### src/rtl/lab3_cache_line_xfer.sv
// Line transfer engine: turns one refill/spill line command into WORDS in-order
// single-word memory requests and returns the assembled line or a spill ack.
`timescale 1ns/1ps
module lab3_cache_line_xfer #(
   parameter int unsigned WORDS  = 4,
   parameter int unsigned DATA_W = 32,
   parameter int unsigned ADDR_W = 32
) (
   input  logic                      clk,
   input  logic                      reset,
   input  logic                      cmd_val,
   output logic                      cmd_rdy,
   input  logic                      cmd_type,
   input  logic [ADDR_W-1:0]         cmd_addr,
   input  logic [WORDS*DATA_W-1:0]   cmd_data,
   output logic                      memreq_val,
   input  logic                      memreq_rdy,
   output logic                      memreq_type,
   output logic [ADDR_W-1:0]         memreq_addr,
   output logic [DATA_W-1:0]         memreq_data,
   input  logic                      memresp_val,
   output logic                      memresp_rdy,
   input  logic                      memresp_type,
   input  logic [DATA_W-1:0]         memresp_data,
   output logic                      done_val,
   input  logic                      done_rdy,
   output logic                      done_type,
   output logic [WORDS*DATA_W-1:0]   done_data
);

   localparam int unsigned LINE_W = WORDS * DATA_W;
   localparam int unsigned OFF    = $clog2(LINE_W / 8);
   localparam int unsigned IDX_W  = $clog2(WORDS);
   localparam int unsigned CNT_W  = IDX_W + 1;
   localparam int unsigned BYTES  = DATA_W / 8;
   localparam logic [ADDR_W-1:0] BASE_MASK = {ADDR_W{1'b1}} << OFF;

   typedef enum logic [1:0] {IDLE, XFER, DONE} state_e;

   state_e              state_q, state_d;
   logic                type_q, type_d;
   logic [ADDR_W-1:0]   base_q, base_d;
   logic [LINE_W-1:0]   line_q, line_d;
   logic [LINE_W-1:0]   buf_q, buf_d;
   logic [CNT_W-1:0]    req_cnt_q, req_cnt_d;
   logic [CNT_W-1:0]    resp_cnt_q, resp_cnt_d;
   logic [IDX_W-1:0]    req_idx, resp_idx;
   logic                req_ok, resp_ok;

   assign req_idx  = req_cnt_q[IDX_W-1:0];
   assign resp_idx = resp_cnt_q[IDX_W-1:0];
   assign req_ok   = (state_q == XFER) && (req_cnt_q < CNT_W'(WORDS));
   assign resp_ok  = (state_q == XFER) && (resp_cnt_q < req_cnt_q);

   always_ff @(posedge clk or posedge reset) begin
      if (reset) begin
         state_q    <= IDLE;
         type_q     <= 1'b0;
         base_q     <= '0;
         line_q     <= '0;
         buf_q      <= '0;
         req_cnt_q  <= '0;
         resp_cnt_q <= '0;
      end else begin
         state_q    <= state_d;
         type_q     <= type_d;
         base_q     <= base_d;
         line_q     <= line_d;
         buf_q      <= buf_d;
         req_cnt_q  <= req_cnt_d;
         resp_cnt_q <= resp_cnt_d;
      end
   end

   // Next-state and handshake outputs; memreq_* depend only on registered state.
   always_comb begin
      state_d     = state_q;
      type_d      = type_q;
      base_d      = base_q;
      line_d      = line_q;
      buf_d       = buf_q;
      req_cnt_d   = req_cnt_q;
      resp_cnt_d  = resp_cnt_q;
      cmd_rdy     = 1'b0;
      memreq_val  = 1'b0;
      memreq_type = 1'b0;
      memreq_addr = base_q + ADDR_W'(req_cnt_q) * ADDR_W'(BYTES);
      memreq_data = '0;
      memresp_rdy = 1'b0;
      done_val    = 1'b0;
      done_type   = 1'b0;
      done_data   = '0;
      case (state_q)
         IDLE: begin
            cmd_rdy = 1'b1;
            if (cmd_val) begin
               type_d     = cmd_type;
               base_d     = cmd_addr & BASE_MASK;
               line_d     = cmd_data;
               buf_d      = '0;
               req_cnt_d  = '0;
               resp_cnt_d = '0;
               state_d    = XFER;
            end
         end
         XFER: begin
            memreq_val  = req_ok;
            memreq_type = type_q;
            memreq_data = type_q ? line_q[req_idx*DATA_W +: DATA_W] : '0;
            memresp_rdy = resp_ok;
            if (req_ok && memreq_rdy) begin
               req_cnt_d = req_cnt_q + CNT_W'(1);
            end
            if (resp_ok && memresp_val) begin
               if (!type_q) begin
                  buf_d[resp_idx*DATA_W +: DATA_W] = memresp_data;
               end
               resp_cnt_d = resp_cnt_q + CNT_W'(1);
               if (resp_cnt_q == CNT_W'(WORDS - 1)) begin
                  state_d = DONE;
               end
            end
         end
         DONE: begin
            done_val  = 1'b1;
            done_type = type_q;
            done_data = type_q ? '0 : buf_q;
            if (done_rdy) begin
               state_d = IDLE;
            end
         end
         default: state_d = IDLE;
      endcase
   end

   // Memory must answer with the same operation type it was asked for.
   resp_type_match_a: assert property (@(posedge clk) disable iff (reset)
      (memresp_val && memresp_rdy) |-> (memresp_type == type_q));

endmodule

### config.mk
export PLATFORM = sky130hd
export DESIGN_NAME = lab3_cache_line_xfer
export DESIGN_NICKNAME = d
export VERILOG_FILES = /design/src/rtl/lab3_cache_line_xfer.sv
export SDC_FILE = /design/constraint.sdc
export NUM_CORES = 1
export LEC_CHECK = 0
export CORE_ASPECT_RATIO = 1.5
export CORE_MARGIN = 2
export CORE_UTILIZATION = 35
export DETAILED_ROUTE_END_ITERATION = 10
export GPL_ROUTABILITY_DRIVEN = 0
export GPL_TIMING_DRIVEN = 0
export PLACE_DENSITY = 0.69
export SYNTH_ARGS = -nofsm -noshare
export SYNTH_HDL_FRONTEND = slang
export SYNTH_SLANG_ARGS = --single-unit
### constraint.sdc
create_clock -name clk -period 29.4 [get_ports clk]
set_input_delay 5.88 -clock clk [delete_from_list [all_inputs] [get_ports clk]]
set_output_delay 5.88 -clock clk [all_outputs]
set_load 0.005 [all_outputs]
# [Yosys cells after proc, flatten, opt, wreduce, memory -nomap -nowiden]
# Index checks and enable logic that the tools add are counted.
[word_totals] register_bits=293 output_inout_bits=198 wordCells=61
[op_classes] addsub=4 order_cmp=2 eq_ne=9 shifts=3 mux=25 reduce_logical=11
[op_table] op="$mux 128" count=5
[op_table] op="$pmux 128 s2" count=1
[op_table] op="$bwmux 128" count=1
[op_table] op="$shift 32x34->128 const A" count=1
[op_table] op="$shiftx 128x8->32" count=1
[op_table] op="$shiftx 32x34->128" count=1
[op_table] op="$mux 32" count=2
[op_table] op="$neg 7->34" count=1
[op_table] op="$add 32x5->32" count=1
[op_table] op="$pmux 3 s2" count=2
[op_table] op="$mux 3" count=3
[op_table] op="$mux 2" count=4
[op_table] op="$reduce_and 4->1" count=2
[op_table] op="$add 3x1->3 const B" count=2
[op_table] op="$mux 1" count=6
[op_table] op="$ne 2x1->1 const B" count=3
[op_table] op="$ne 2x2->1 const B" count=3
[op_table] op="$pmux 2 s3" count=1
[op_table] op="$reduce_and 3->1" count=2
[op_table] op="$logic_and 1x1->1" count=4
[op_table] op="$eq 3x2->1 const B" count=1
[op_table] op="$lt 3x3->1" count=1
[op_table] op="$lt 3x3->1 const B" count=1
[op_table] op="$eq 2x1->1 const B" count=1
[op_table] op="4 further kinds" count=4

# [Logic depth before layout (Yosys ltp)]
# Gate-level depths: netlist of the first run.
[depth] depth_word=6 depth_mapped=9

# [Worst setup path after synthesis of the first run]
# Ideal clock, no wire load.
[synth_timing] path_kind="register -> output" from="register req_cnt_q[1]" to="output memresp_rdy" arrival_ps=1678 required_time_ps=23520 slack_ps=21842 stages_incl_launch_ff=8 n_path_buf=2 path_cell_list="dfrtp_1 clkbuf_1 clkbuf_1 inv_1 ha_1 a21oi_1 o21ai_0 nor2_1"
[synth_between] elab_chain_cells=3
[synth_rtl] element="start, declared" line="45" source="logic [CNT_W-1:0] req_cnt_q, req_cnt_d;"
[synth_rtl] element="start signal, assigned" line="70" source="req_cnt_q <= req_cnt_d;"
[synth_rtl] element="$lt 3x3->1" line="53" source="assign resp_ok = (state_q == XFER) && (resp_cnt_q < req_cnt_q);"
[synth_rtl] element="$logic_and 1x1->1" line="53"
[synth_rtl] element="$mux 1" line="93" source="case (state_q)"
[synth_rtl] element="end, declared" line="22" source="output logic memresp_rdy,"
# No other way between the ends.

# [Worst setup path in the final report of the first run]
# Same ends and word-level chain as after synthesis.

==> results.sh, run 1 <==
export IMPL_start_util=0.355
export IMPL_antenna_found_initial=4
export IMPL_synthCells=1526
export IMPL_ys_async_sr_fraction=1.00
export IMPL_min_from="line_q[31]$_DFFE_PP0P_"
export IMPL_cap_violations=0
export IMPL_crit_path_max_fanout=10
export IMPL_synth_main_ff_cell="dfrtp_1"
export IMPL_syn_cell_area_um2=14300
export IMPL_combPwrFrac=0.388
export IMPL_hold_path_class="reg2reg"
export IMPL_rsz0062_at_grt="false"
export IMPL_path_cells="clkbuf_1, clkbuf_1, inv_1, ha_1, a21oi_1, o21ai_0, nor2_1, clkdlybuf4s50_1"
export IMPL_end_kind="output pin"
export IMPL_dieHeight_um=251
export IMPL_coreArea_um2=40200
export IMPL_viasPerCell=4.99
export IMPL_reg2reg_depth=9
export IMPL_hpwl_um=37900
export IMPL_worstHoldPathCells=2
export IMPL_synth_seq_cells=293
export IMPL_finalHoldViolations=0
export IMPL_max_slew_margin_rel=0.469
export IMPL_ys_seq_area_frac=0.513
export IMPL_timing_rr_start="req_cnt_q[1]$_DFFE_PP0P_"
export IMPL_power_frac_seq=0.377
export IMPL_synth_warning_count=0
export IMPL_tritoncts="done"
export IMPL_grt_pass1_wl_um=75800
export IMPL_ctsResizeCount=0
export IMPL_leakage_nw=8.83
export IMPL_clkPwrFrac=0.235
export IMPL_die_w_um=169
export IMPL_r2r_end="buf_q[71]$_DFFE_PP0P_"
export IMPL_clkSlewWorstSetupHoldPaths_ps=60
export IMPL_grt_pass1_vias=13000
export IMPL_slowest_delay_ps=610
export IMPL_avgRoutedWirePerCell_um=19.9
export IMPL_drc=0
export IMPL_tightest_slew_ps=796
export IMPL_max_freq_ghz=0.108
export IMPL_whs_ps=475
export IMPL_cts_buffers=31
export IMPL_cts_sinks=293
export IMPL_fin_setup_tns_ps=0
export IMPL_hold_path_end="line_q[31]$_DFFE_PP0P_"
export IMPL_met3_usage=0.0303
export IMPL_syn2layout_area_growth_pct=39.5
export IMPL_synth_top_area_frac=0.513
export IMPL_required_ps=23520
export IMPL_cts_setup_buffers=0
export IMPL_synth_most_common_cell="nand2_1"
export IMPL_p_int_mw=1.08
export IMPL_routed_wl_um=49400
export IMPL_grt_use_met1=0.260
export IMPL_grt_busiest_layer="met2"
export IMPL_skew_ps=12.9
export IMPL_dr_first_iter_drc_count=678
export IMPL_synth_edf_count=0
export IMPL_use_met2=0.433
export IMPL_synth_top_cell_by_area="dfrtp_1"
export IMPL_grt_max_degree=108
export IMPL_period_share=0.314
export IMPL_cp_arrival_ps=3350
export IMPL_cp_common_cell="clkbuf_1"
export IMPL_drive_gt1_frac=0.0764
export IMPL_status="complete, no violations"
export IMPL_avgSynthCellArea_um2=9.36
export IMPL_period_needed_ps=9230
export IMPL_nNetsFinal=2162
export IMPL_reg2reg_slack_ps=26050
export IMPL_synth_lib_cells_used_distinct=40
export IMPL_clk_latency_ps=570
export IMPL_root_buffer="clkbuf_16"
export IMPL_setup_viol=0
export IMPL_start_kind="flip-flop"
export IMPL_ios=398
export IMPL_grt_overflow=0
export IMPL_slowest_stage="clkdlybuf4s50_1"
export IMPL_clock_path_buffers=3
export IMPL_power_density_nw_per_um2=84.6
export IMPL_dieArea_um2=42500
export IMPL_irDropWorstVdd_v=0.0000397
export IMPL_rows=90
export IMPL_critPathKind="reg2out"
export IMPL_synthTopCellsByArea="dfrtp_1 (51%), nand2_1 (15%), mux2i_1 (6.8%)"
export IMPL_slew_violations=0
export IMPL_vias=12400
export IMPL_drt_pass1_iter_count=5
export IMPL_yosys_top_cells_count="nand2_1 (580), dfrtp_1 (293), inv_1 (109)"
export IMPL_io_buffer_count=390
export IMPL_globalRouteTotalUtil=0.231
export IMPL_switching_share=0.362
export IMPL_ant_nets=0
export IMPL_p_sw_mw=0.609
export IMPL_hold_buffers=0
export IMPL_htreeDepth=1
-- how the worst max path moves through the flow --
stage | startpoint | to | slack, ps | cells after the start
3_3_place_gp | reset | line_q[45]$_DFFE_PP0P_ | 11720 | 2
2_1_floorplan | reset | base_q[10]$_DFFE_PP0P_ | 15430 | 1
4_1_cts | req_cnt_q[1]$_DFFE_PP0P_ | memresp_rdy | 20080 | 8
3_5_place_dp | req_cnt_q[1]$_DFFE_PP0P_ | memresp_rdy | 20680 | 8
6_report | req_cnt_q[1]$_DFFE_PP0P_ | memresp_rdy | 20170 | 8
5_1_grt | req_cnt_q[1]$_DFFE_PP0P_ | memresp_rdy | 19990 | 8
-- routing by layer --
layer  up-vias  routed length, um
met5         -                 10
met4         2               2210
met3       108               2450
met2       453              26500
met1      6061              18200
li1       5768                  -
-- cells by family after synthesis --
group                      count (synthesis)  share of synthesized area
AOI/OAI and AO/OA                         49                     0.0325
xor gates and xnor gates                  26                     0.0159
adders and majority gates                 10                    0.00876
buffers and inverters                    219                     0.0679
DFF                                      293                      0.513
muxes                                    130                      0.119
other                                      1                   0.000263
and+or+nand+nor                          798                      0.242
-- critical path, delay by kind of cell, from the launching register on --
kind	cells	cell delay, ps
AO/OA/AOI/OAI	2	410
adder cells (fa/ha/maj)	1	250
flip-flops	1	360
buffers and inverters	4	1650
AND/OR/NAND/NOR	1	130
-- sequential cells by signal, indices dropped and copies added, names as in the netlist --
signal	flops
line_q	128
type_q	1
state_q	2
base_q	28
req_cnt_q	3
buf_q	128
resp_cnt_q	3
-- power by group through the flow --
stage	combinational (mW)	sequential [mW]	clock, mW
3_3_place_gp	0.641	0.632	0
6_report	0.654	0.635	0.397
5_1_grt	0.717	0.650	0.419
4_1_cts	0.662	0.635	0.405
2_1_floorplan	0.410	0.608	0
3_5_place_dp	0.658	0.640	0
-- cells in the final DEF (no fill, tap or decap), types with 4 or more instances in the layout --
master / synthesis / routed
nor2_1: 9 / 9
and3_1: 35 / 35
inv_1: 109 / 108
mux2i_1: 97 / 97
clkbuf_16: 0 / 31
mux4_2: 32 / 32
nand4_1: 9 / 9
buf_2: 31 / 31
xnor2_1: 20 / 20
buf_4: 5 / 5
clkdlybuf4s50_1: 0 / 390
and2_1: 34 / 34
dfrtp_1: 293 / 293
ha_1: 10 / 10
clkbuf_8: 0 / 6
a22o_1: 32 / 32
buf_1: 9 / 9
nand2b_1: 4 / 4
o21ai_0: 5 / 5
nand3_1: 16 / 16
clkbuf_1: 51 / 55
xor2_1: 6 / 6
nor3_1: 99 / 99
buf_6: 12 / 12
nand2_1: 580 / 580
clkinv_2: 0 / 7
-- layout make-up --
| cell class | instances | area, um^2 |
|---|---|---|
| diodes | 3 | 7.51 |
| plain buffers | 108 | 553 |
| clock buffers | 41 | 873 |
| clock inverters | 16 | 153 |
| fillers | 3734 | 20300 |
| inverters | 111 | 424 |
| multi-input cells | 1015 | 5990 |
| flip-flops and latches | 293 | 7330 |
| well taps | 506 | 633 |
| repair buffers | 392 | 3960 |
-- stage by stage --
step / instances / power (mW) / instance area, um^2 / util / worst slack [ps]
after floorplan: 1527 / 1.02 / 14300 / - / 15430
after global placement: 2423 / 1.27 / 18800 / 0.468 / 11720
after detailed placement: 2425 / 1.30 / 18900 / 0.470 / 20680
after CTS: 2482 / 1.70 / 19900 / 0.495 / 20080
after global routing: 2485 / 1.79 / 19900 / 0.496 / 19990
final: 2485 / 1.69 / 19900 / 0.496 / 20170
No activity file was read; power rests on OpenSTA's default activity.
==> run 2: changes to the inputs <==
Settings changed: PLACE_DENSITY 0.69 to 0.72.
Clock period 29.4 ns to 7.7 ns, I/O delays scaled along.
==> results.sh, run 2 (synthesis results as in run 1) <==
export IMPL_clock_path_buffers=3
export IMPL_min_from="line_q[61]$_DFFE_PP0P_"
export IMPL_crit_path_max_fanout=10
export IMPL_critPathKind="reg2out"
export IMPL_slew_violations=0
export IMPL_clkSlewWorstSetupHoldPaths_ps=70
export IMPL_dpl_instance_area_um2=19000
export IMPL_tightest_slew_ps=797
export IMPL_reg2reg_slack_ps=4370
export IMPL_power_density_nw_per_um2=325
export IMPL_grt_pass1_vias=13300
export IMPL_start_kind="flip-flop"
export IMPL_setup_viol=0
export IMPL_ant_nets=0
export IMPL_timing_rr_start="req_cnt_q[1]$_DFFE_PP0P_"
export IMPL_power_total_mw=6.51
export IMPL_dieHeight_um=251
export IMPL_fin_setup_tns_ps=0
export IMPL_nNetsFinal=2166
export IMPL_drive_gt1_frac=0.0783
export IMPL_final_area_um2=20000
export IMPL_slowest_stage="clkbuf_1"
export IMPL_ios=398
export IMPL_largestRegisters="buf_q: 128 flops, line_q: 128 flops, base_q: 28 flops"
export IMPL_die_w_um=169
export IMPL_r2r_end="buf_q[35]$_DFFE_PP0P_"
export IMPL_required_ps=6160
export IMPL_htreeDepth=1
export IMPL_irDropWorstVdd_v=0.000202
export IMPL_grt_overflow=0
export IMPL_final_common_cell="nand2_1"
export IMPL_hold_buffers=0
export IMPL_leakage_nw=8.88
export IMPL_tritoncts="done"
export IMPL_crit_end="done_data[120]"
export IMPL_dieArea_um2=42500
export IMPL_drt_pass1_iter_count=5
export IMPL_period_needed_ps=4910
export IMPL_rows=90
export IMPL_cts_setup_buffers=0
export IMPL_period_share=0.638
export IMPL_path_cells="buf_2, nand2b_1, clkbuf_1, clkbuf_1, buf_1, nor3_1, clkdlybuf4s50_1"
export IMPL_drc=0
export IMPL_avgRoutedWirePerCell_um=19.9
export IMPL_start_util=0.355
export IMPL_cap_violations=0
export IMPL_cp_common_cell="clkbuf_1"
export IMPL_cts_buffers=30
export IMPL_reg2reg_depth=9
export IMPL_status="complete, no violations"
export IMPL_grt_pass1_wl_um=75600
export IMPL_cts_sinks=293
export IMPL_cp_arrival_ps=3370
export IMPL_fin_util=0.499
export IMPL_max_slew_margin_rel=0.469
export IMPL_slowest_delay_ps=600
export IMPL_dr_first_iter_drc_count=775
export IMPL_antenna_found_initial=4
export IMPL_globalRouteTotalUtil=0.231
export IMPL_coreArea_um2=40200
export IMPL_final_cell_mix="nand2_1 (580), clkdlybuf4s50_1 (390), dfrtp_1 (293), inv_1 (108), nor3_1 (99)"
export IMPL_viasPerCell=5.05
export IMPL_syn2layout_area_growth_pct=40.3
export IMPL_end_kind="output pin"
export IMPL_hold_path_class="reg2reg"
export IMPL_clk_latency_ps=560
export IMPL_finalHoldViolations=0
export IMPL_max_freq_ghz=0.204
export IMPL_routed_wl_um=49500
export IMPL_io_buffer_count=390
export IMPL_crit_cells=7
export IMPL_cp_top_family="buffers and inverters"
export IMPL_rsz0062_at_grt="false"
export IMPL_ctsResizeCount=0
export IMPL_critPathLaunch="state_q[1]$_DFFE_PP0P_"
export IMPL_hpwl_um=38000
export IMPL_root_buffer="clkbuf_16"
export IMPL_skew_ps=15.1
export IMPL_path_buf_inv=5
export IMPL_grt_max_degree=45
export IMPL_vias=12600
-- run 2: cell types whose count changed in the layout (fill, tap and decap cells not counted), sizes merged --
| cell | change |
|---|---|
| buf | +5 |
| bufinv | +3 |
| clkbuf | -3 |
| clkinv | -2 |
| clkinvlp | +2 |
| inv | -1 |
-- run 2: worst reg2reg max path, cell delays in order (launching register included) --
cell      delay [ps]
dfrtp_1          380
clkbuf_1         310
clkbuf_1         530
inv_1            180
ha_1             240
a21oi_1          260
o211ai_4         240
o41ai_4          620
buf_6            280
mux2i_1          220
-- run 2: worst min path at each step --
stage	cells past startpoint	to	slack (ps)
6_report	2	line_q[61]$_DFFE_PP0P_	470
5_1_grt	2	line_q[22]$_DFFE_PP0P_	490
4_1_cts	2	line_q[88]$_DFFE_PP0P_	480
3_5_place_dp	2	line_q[85]$_DFFE_PP0P_	460
3_3_place_gp	2	line_q[43]$_DFFE_PP0P_	450
2_1_floorplan	2	line_q[64]$_DFFE_PP0P_	440
-- run 2: through the flow --
step | setup slack (ps) | hold slack [ps] | instances
after floorplan | 2270 | 440 | 1527
after global placement | 166 | 453 | 2423
after detailed placement | 3330 | 460 | 2430
after CTS | 2710 | 476 | 2486
after global routing | 2600 | 492 | 2489
final | 2790 | 473 | 2489
-- run 2: area by class of cell --
cell class / instances / area (um^2)
Clock inverter: 18 / 233
Timing Repair Buffer: 397 / 4040
Antenna cell: 3 / 7.51
Inverter: 111 / 420
Buffer: 108 / 553
Clock buffer: 38 / 832
Fill cell: 3623 / 20200
Tap cell: 506 / 633
Multi-Input combinational cell: 1015 / 5990
Sequential cell: 293 / 7330
-- run 2: power breakdown --
group          internal, mW  leakage [nW]  total (mW)  switching [mW]
registers              2.08          3.83        2.42           0.346
logic                  1.17          4.53        2.51            1.34
clock network         0.934         0.516        1.58           0.646
total                  4.18          8.88        6.51            2.33
-- run 2: per-layer routing --
layer  global-route usage  share of wire  up-vias
li1                     -              -     5766
met4                0.117          0.055        2
met3               0.0306          0.050      141
met1                0.261           0.37     6143
met5                    0        0.00028        -
met2                0.424           0.52      518
==> run 3: changes to the inputs <==
Settings changed: PLACE_DENSITY 0.72 to 0.69.
Clock period 7.7 ns to 4.8 ns, I/O delays scaled along.
==> results.sh, run 3 (synthesis results as in run 1) <==
export IMPL_cp_arrival_ps=3400
export IMPL_crit_path_max_fanout=10
export IMPL_status="complete, no violations"
export IMPL_coreArea_um2=40200
export IMPL_drt_pass1_iter_count=5
export IMPL_drive_gt1_frac=0.0763
export IMPL_htreeDepth=1
export IMPL_dieArea_um2=42500
export IMPL_hold_path_end="line_q[78]$_DFFE_PP0P_"
export IMPL_grt_overflow=0
export IMPL_skew_ps=10.9
export IMPL_clkSlewWorstSetupHoldPaths_ps=70
export IMPL_clkPwrFrac=0.242
export IMPL_drc=0
export IMPL_switching_share=0.356
export IMPL_start_kind="flip-flop"
export IMPL_rows=90
export IMPL_max_freq_ghz=0.229
export IMPL_p_int_mw=6.70
export IMPL_end_kind="output pin"
export IMPL_power_frac_seq=0.373
export IMPL_power_total_mw=10.4
export IMPL_dp_worst_setup_slack_ps=1020
export IMPL_leakage_nw=8.89
export IMPL_die_w_um=169
export IMPL_ant_nets=0
export IMPL_timing_rr_start="req_cnt_q[1]$_DFFE_PP0P_"
export IMPL_cap_violations=0
export IMPL_max_slew_margin_rel=0.514
export IMPL_clock_path_buffers=3
export IMPL_cts_buffers=30
export IMPL_reg2reg_depth=9
export IMPL_required_ps=3840
export IMPL_antenna_found_initial=4
export IMPL_rsz0062_at_grt="false"
export IMPL_root_buffer="clkbuf_16"
export IMPL_final_common_cell="nand2_1"
export IMPL_syn2layout_area_growth_pct=40.5
export IMPL_finalHoldViolations=0
export IMPL_routed_wl_um=48700
export IMPL_min_from="line_q[78]$_DFFE_PP0P_"
export IMPL_globalRouteTotalUtil=0.228
export IMPL_avgRoutedWirePerCell_um=19.6
export IMPL_hpwl_um=37800
export IMPL_clk_latency_ps=570
export IMPL_setup_viol=0
export IMPL_tritoncts="done"
export IMPL_dr_first_iter_drc_count=736
export IMPL_slew_violations=0
export IMPL_period_share=0.908
export IMPL_reg2reg_slack_ps=1430
export IMPL_nNetsFinal=2168
export IMPL_whs_ps=473
export IMPL_grt_pass1_vias=13000
export IMPL_irDropWorstVdd_v=0.000268
export IMPL_p_sw_mw=3.70
export IMPL_cts_setup_buffers=0
export IMPL_layout_setup_ws_ps=442
export IMPL_io_buffer_count=390
export IMPL_critPathKind="reg2out"
export IMPL_tightest_slew_ps=723
export IMPL_largestRegisters="buf_q: 128 flops, line_q: 128 flops, base_q: 28 flops"
export IMPL_vias=12300
export IMPL_grt_pass1_wl_um=74900
export IMPL_combPwrFrac=0.384
export IMPL_ctsResizeCount=0
export IMPL_worstHoldPathCells=2
export IMPL_dieHeight_um=251
export IMPL_grt_max_degree=41
export IMPL_power_density_nw_per_um2=518
export IMPL_ios=398
export IMPL_hold_buffers=0
export IMPL_final_cell_mix="nand2_1 (580), clkdlybuf4s50_1 (390), dfrtp_1 (293), inv_1 (108), nor3_1 (99)"
export IMPL_start_util=0.355
export IMPL_r2r_end="buf_q[38]$_DFFE_PP0P_"
export IMPL_period_needed_ps=4360
export IMPL_cts_sinks=293
export IMPL_hold_path_class="reg2reg"
export IMPL_viasPerCell=4.94
[run 3: metal layers]
layer	GRT usage	vias up	wire [um]
met5	0	-	14
met4	0.0884	2	1760
met3	0.0337	99	2550
met2	0.422	420	26100
met1	0.263	6003	18300
li1	-	5774	-
[run 3: power by group through the flow]
stage / clock [mW] / sequential, mW / combinational, mW
floorplan: 0 / 3.73 / 2.51
global placement: 0 / 3.87 / 3.93
detailed placement: 0 / 3.91 / 4.03
CTS: 2.57 / 3.87 / 4.06
global route: 2.66 / 3.98 / 4.38
finish: 2.52 / 3.88 / 4.00
[run 3: through the flow]
stage,cells,instance area (um^2),TNS (ps),util
final,2489,20100,0,0.499
after global routing,2489,20100,0,0.499
after CTS,2486,20100,0,0.499
after detailed placement,2432,19000,0,0.473
after global placement,2423,18800,-634820,0.468
after floorplan,1527,14300,-14400,-
[run 3: how the worst max path moves through the flow]
stage	from	endpoint	slack, ps	cells past startpoint
3_5_place_dp	req_cnt_q[1]$_DFFE_PP0P_	memresp_rdy	1020	8
2_1_floorplan	reset	base_q[10]$_DFFE_PP0P_	-50	1
4_1_cts	req_cnt_q[1]$_DFFE_PP0P_	memresp_rdy	390	8
6_report	req_cnt_q[1]$_DFFE_PP0P_	memresp_rdy	440	8
3_3_place_gp	reset	line_q[109]$_DFFE_PP0P_	-2220	2
5_1_grt	req_cnt_q[1]$_DFFE_PP0P_	memresp_rdy	240	8
[run 3: layout make-up]
type,instances,area [um^2]
Clock inverter,13,208
Inverter,111,420
Buffer,108,553
Sequential cell,293,7330
Multi-Input combinational cell,1015,5990
Antenna cell,3,7.51
Timing Repair Buffer,399,4090
Clock buffer,41,833
Fill cell,3720,20100
Tap cell,506,633
[run 3: critical path, cell delays in order (launching register included)]
cell,delay (ps)
dfrtp_1,380
clkbuf_1,310
clkbuf_1,560
inv_1,200
ha_1,260
a21oi_1,270
o21ai_0,140
nor2_1,120
clkdlybuf4s50_1,590
